===== config.mk =====
export PLATFORM = sky130hd
export DESIGN_NAME = seq_mag_comparator
export DESIGN_NICKNAME = d
export VERILOG_FILES = /design/src/rtl/cmp_pkg.sv /design/src/rtl/chunk_cmp.sv /design/src/rtl/seq_mag_comparator.sv
export SDC_FILE = /design/constraint.sdc
export NUM_CORES = 1
export LEC_CHECK = 0
export BUFFER_PORTS_ARGS = -buffer_cell sky130_fd_sc_hd__buf_2
export CAP_MARGIN = 10
export CORE_AREA = 2 2 70 72
export CTS_BUF_LIST = sky130_fd_sc_hd__clkbuf_8
export CTS_CLUSTER_SIZE = 14
export DETAILED_ROUTE_END_ITERATION = 7
export DIE_AREA = 0 0 72 74
export HOLD_SLACK_MARGIN = 0.05
export PLACE_DENSITY = 0.67
export SETUP_SLACK_MARGIN = 0.3
export SLEW_MARGIN = 20
export SYNTH_ARGS = -nofsm -noshare
export SYNTH_HDL_FRONTEND = slang
export SYNTH_SLANG_ARGS = --single-unit

===== constraint.sdc =====
create_clock -name clk -period 6.3 [get_ports clk]
set_clock_uncertainty 0.2 [all_clocks]
set_input_delay 0.63 -clock clk [delete_from_list [all_inputs] [get_ports clk]]
set_output_delay 0.63 -clock clk [all_outputs]
set_load 0.03 [all_outputs]

===== src/rtl/cmp_pkg.sv =====
// Shared definitions for the sequential magnitude comparator:
// FSM state type, one-hot result encoding {g, eq, l} and the
// WIDTH/CHUNK legality check used at elaboration.
package cmp_pkg;

  typedef enum logic [1:0] {
    IDLE,
    CMP,
    DONE
  } cmp_state_t;

  // Result vector ordering is {y_g, y_eq, y_l}.
  localparam logic [2:0] RES_G  = 3'b100;
  localparam logic [2:0] RES_EQ = 3'b010;
  localparam logic [2:0] RES_L  = 3'b001;

  // Chunk size must tile the operand exactly.
  function automatic bit width_ok(input int width, input int chunk);
    return (chunk >= 1) && (chunk <= width) && ((width % chunk) == 0);
  endfunction

endpackage


===== src/rtl/chunk_cmp.sv =====
// Combinational compare of one CHUNK-bit slice. With signed_en set the
// slice is treated as two's complement; flipping the sign bit of both
// sides turns the signed compare into an unsigned one.
module chunk_cmp #(
  parameter int CHUNK = 4
) (
  input  logic [CHUNK-1:0] a,
  input  logic [CHUNK-1:0] b,
  input  logic             signed_en,
  output logic             gt,
  output logic             eq,
  output logic             lt
);

  logic [CHUNK-1:0] a_biased;
  logic [CHUNK-1:0] b_biased;

  // Bias the sign bit so a plain unsigned compare orders signed values.
  always_comb begin
    a_biased = a;
    b_biased = b;
    a_biased[CHUNK-1] = a[CHUNK-1] ^ signed_en;
    b_biased[CHUNK-1] = b[CHUNK-1] ^ signed_en;
  end

  // Magnitude flags from the biased slices.
  always_comb begin
    gt = (a_biased > b_biased);
    lt = (a_biased < b_biased);
    eq = (a_biased == b_biased);
  end

endmodule


===== src/rtl/seq_mag_comparator.sv =====
// Multi-cycle magnitude comparator: walks CHUNK-bit slices MSB first and
// stops on the first differing slice. Only the top slice honours
// signed_mode. Optional macro CMP_CASCADE_EN adds 7485-style cascade
// inputs (cas_g/cas_eq/cas_l) that decide the all-equal result.
//
// state | meaning
// IDLE  | in_ready high, waiting for operands
// CMP   | comparing slice idx, one slice per cycle
// DONE  | result held on y_* with out_valid until out_ready
module seq_mag_comparator
  import cmp_pkg::*;
#(
  parameter int WIDTH = 16,
  parameter int CHUNK = 4
) (
  input  logic             clk,
  input  logic             rst_n,
  input  logic             in_valid,
  output logic             in_ready,
  input  logic [WIDTH-1:0] a,
  input  logic [WIDTH-1:0] b,
  input  logic             signed_mode,
`ifdef CMP_CASCADE_EN
  input  logic             cas_g,
  input  logic             cas_eq,
  input  logic             cas_l,
`endif
  output logic             out_valid,
  input  logic             out_ready,
  output logic             y_g,
  output logic             y_eq,
  output logic             y_l,
  output logic             busy
);

  localparam int NCHUNK = WIDTH / CHUNK;
  localparam int IDX_W  = (NCHUNK > 1) ? $clog2(NCHUNK) : 1;
  localparam logic [IDX_W-1:0] IDX_TOP = IDX_W'(NCHUNK - 1);

  if (!width_ok(WIDTH, CHUNK)) begin : g_bad_width
    $error("seq_mag_comparator: WIDTH must be a multiple of CHUNK and CHUNK in 1..WIDTH");
  end

  cmp_state_t       state, state_next;
  logic [IDX_W-1:0] idx, idx_next;
  logic [WIDTH-1:0] a_reg, b_reg;
  logic             sm_reg;
  logic [2:0]       res, res_next;
  logic [2:0]       eq_res;
  logic             load;

  logic [CHUNK-1:0] a_chunks [NCHUNK];
  logic [CHUNK-1:0] b_chunks [NCHUNK];
  logic             c_gt, c_eq, c_lt;

  for (genvar gi = 0; gi < NCHUNK; gi++) begin : g_chunk
    assign a_chunks[gi] = a_reg[gi*CHUNK +: CHUNK];
    assign b_chunks[gi] = b_reg[gi*CHUNK +: CHUNK];
  end

  chunk_cmp #(.CHUNK(CHUNK)) u_chunk_cmp (
    .a         (a_chunks[idx]),
    .b         (b_chunks[idx]),
    .signed_en (sm_reg && (idx == IDX_TOP)),
    .gt        (c_gt),
    .eq        (c_eq),
    .lt        (c_lt)
  );

`ifdef CMP_CASCADE_EN
  logic [2:0] cas_reg;
  assign eq_res = cas_reg;

  // Cascade bits are captured with the operands and passed through as-is.
  always_ff @(posedge clk or negedge rst_n) begin
    if (!rst_n)    cas_reg <= '0;
    else if (load) cas_reg <= {cas_g, cas_eq, cas_l};
  end
`else
  assign eq_res = RES_EQ;
`endif

  // Next-state, slice index and result selection.
  always_comb begin
    state_next = state;
    idx_next   = idx;
    res_next   = res;
    load       = 1'b0;
    case (state)
      IDLE: begin
        if (in_valid) begin
          load       = 1'b1;
          idx_next   = IDX_TOP;
          state_next = CMP;
        end
      end
      CMP: begin
        if (!c_eq) begin
          // {gt, 0, lt} lines up with RES_G / RES_L.
          res_next   = {c_gt, 1'b0, c_lt};
          state_next = DONE;
        end else if (idx == '0) begin
          res_next   = eq_res;
          state_next = DONE;
        end else begin
          idx_next = idx - 1'b1;
        end
      end
      DONE: begin
        if (out_ready) begin
          res_next   = '0;
          state_next = IDLE;
        end
      end
      default: begin
        res_next   = '0;
        state_next = IDLE;
      end
    endcase
  end

  // State, index, result and operand capture registers.
  always_ff @(posedge clk or negedge rst_n) begin
    if (!rst_n) begin
      state  <= IDLE;
      idx    <= IDX_TOP;
      res    <= '0;
      a_reg  <= '0;
      b_reg  <= '0;
      sm_reg <= 1'b0;
    end else begin
      state <= state_next;
      idx   <= idx_next;
      res   <= res_next;
      if (load) begin
        a_reg  <= a;
        b_reg  <= b;
        sm_reg <= signed_mode;
      end
    end
  end

  assign in_ready  = (state == IDLE);
  assign busy      = (state == CMP);
  assign out_valid = (state == DONE);
  assign {y_g, y_eq, y_l} = res;

endmodule


==> metrics.txt <==
status=completed; Rows=25; die height=74 um; H-tree depth=2; clk slew on worst S/H paths=roughly 70 ps; vias in the first global route=1267; drt drc=0; Setup TNS=0 ps; Final Util=between 50% and 60%; n_diodes=0; Layout area overhead=16.2%; Vias=1159; Max Cap Viol=0; Syn Nets=172; min cycle time layout=2960 ps; Initial Utilization=between 40% and 50%; Slew headroom=between 40 and 50%; TritonCTS buffer count=5; sequential power share=37.9%; slowest cell on the critical path=dfstp_2; share of cells above drive strength 1=54.3%; Leak=1.16 nW; Post-Route WL=3.36 mm; drt wl/cell=between 10 and 15 um; nets=about 220; first-pass GRT wire length=5.91 mm; CP Cell Sequence=mux4_2 > xor2_1 > ha_1 > nand4_1 > nor3_1 > nor3_1 > a21oi_1; multi-input logic area=895 um2; switch share=32.0%; YS warnings=0; Pint=0.848 mW; Post-Syn Area per Cell=15.5 um2; CTS Hold Bufs=0; clock share of power=roughly 18%; pwr/cell area=535 mW/mm2; First DRT Iteration DRCs=31; RSZ-0062 raised after global routing=no; TritonCTS clock tree=done; post-layout worst setup margin=3340 ps; setup-violating endpoint count in the final report=0; clk buf depth=2; slowest stage delay, CP=740 ps; Die W=around 70 um; Final Total Pwr=1.25 mW; # fillers=409; via/cell ratio=5.11; Yosys reg bits=40; Worst-Margin Slew=between 800 and 900 ps; DRT Pass-1 Iters=4; post-detail-place hpwl=2.47 mm; worst hold path type=in2async; Core ar.=around 0.0046 mm2; kind of end point of the critical path=flip-flop; Worst-Skew Late Latency=approximately 290 ps; Port-buffer cells=42; Net Sw Power=about 0.40 mW; Crit Path Class=reg2reg; largest net degree at the start of global routing=41; GR Util All Layers=between 10 and 15%; sequential share of the synthesized area=50.1%; CTS Sinks=40; total grt overflow=0; Final Max Slew Viols=0; initial antenna violation count=0; Synth Cell Area=0.00200 mm2; register area=about 0.001 mm2; fmax=338 MHz; Yosys cell types=25; crit path max fanout=12; Final ANT Viol Nets=0; Crit path buffers/inverters=0; clock root buffer=clkbuf_8; PostCTS Resize Cnt=0; Post-CTS Setup Inserts=0; Peak VDD IR=approximately 0.21 mV; Gate power share=between 40% and 50%; Arrival @ worst endpoint=2980 ps; Die Area=0.00533 mm2; placer congestion estimate=~0.77; most frequent CP cell=nor3_1; IO Count=43; Top delay family on crit path=simple AND/OR/NAND/NOR gates; Final Cycle Share=47.0%; CP Data Required Time=6320 ps; Fin. Hold Viols=0; Place WS=3340 ps; Gate Count Post-Synth=129; CP startpoint kind=flip-flop
path summary, 6_finish.rpt:
check | start | to | slack [ps] | cells after the start
max in group asynchronous | rst_n | res[0] | 5110 | 1
min in group clk | res[1] | res[1] | 280 | 2
min | rst_n | a_reg[15] | 250 | 1
max reg2reg | idx[0] | idx[0] | 3340 | 7
min reg2reg | res[1] | res[1] | 280 | 2
max | idx[0] | idx[0] | 3340 | 7
Yosys cell counts:
cell | instances | area (um2)
o31ai_1 | 2 | 15.0
dfrtp_1 | 38 | 951
buf_2 | 1 | 5.00
nor3_1 | 3 | 15.0
mux4_2 | 8 | 180
a32o_1 | 1 | 10.0
nand4_1 | 1 | 6.26
mux2_4 | 27 | 405
ha_1 | 6 | 75.1
o21ai_0 | 3 | 15.0
xnor2_1 | 1 | 8.76
nand2_1 | 6 | 22.5
a21o_1 | 1 | 7.51
a21oi_1 | 4 | 20.0
nor2b_1 | 1 | 6.26
nor2_1 | 1 | 3.75
nand2b_1 | 2 | 12.5
buf_6 | 3 | 33.8
inv_1 | 7 | 26.3
buf_12 | 2 | 40.0
or2_1 | 1 | 6.26
xor2_1 | 1 | 8.76
mux2_2 | 6 | 67.6
and2_4 | 1 | 8.76
dfstp_2 | 2 | 52.6
routing by layer:
layer / vias up / track usage, % / wire length, um / part of all wire (%)
met3: 4 / 4.88 / 212 / 6.3
met1: 574 / 18.7 / 1490 / 44
met5: - / 0 / 0 / 0
met4: 0 / 6.29 / 48 / 1.4
li1: 547 / - / - / -
met2: 34 / 23.9 / 1610 / 48
cells by family (layout without fill, tap and decap cells):
group           Yosys count  in the layout  synth area share (%)
fa+ha+maj                 6              6                  3.75
compound gates           11             11                  3.37
buf+inv                  13             57                  5.25
simple gates             16             16                  4.06
flops                    40             40                  50.1
xor+xnor                  2              2                 0.875
mux                      41             41                  32.6
power groups by stage:
stage | logic, mW | registers [mW] | clock network (mW)
after floorplan | 0.495 | 0.447 | 0
after detailed placement | 0.556 | 0.478 | 0
final | 0.549 | 0.472 | 0.225
after CTS | 0.559 | 0.475 | 0.232
after global placement | 0.538 | 0.473 | 0
after global routing | 0.608 | 0.494 | 0.243
cell type report:
cell class | instances | share of cell area, %
Timing Repair Buffer | 42 | 9.03
Inverter | 7 | 1.13
Tap cell | 54 | 2.90
Clock buffer | 7 | 4.14
Sequential cell | 40 | 43.1
Clock inverter | 1 | 1.29
Multi-Input combinational cell | 76 | 38.4
through the flow:
step	cells	hold WS, ps	instance area, um2
CTS	227	282	2330
global route	227	322	2330
global placement	219	258	2200
finish	227	248	2330
floorplan	129	134	2000
detailed placement	219	272	2200
placed cells by master (no fill, tap or decap):
cell       count
buf_2         42
ha_1           6
or2_1          1
nand2b_1       2
mux2_2         6
mux2_4        27
o31ai_1        2
nand4_1        1
a32o_1         1
xnor2_1        1
clkbuf_8       7
mux4_2         8
a21o_1         1
nor2b_1        1
a21oi_1        4
nor2_1         1
xor2_1         1
nand2_1        6
o21ai_0        3
and2_4         1
bufinv_16      1
nor3_1         3
dfstp_2        2
inv_1          7
dfrtp_1       38
Note: power is estimated with default switching activity, not from simulation.
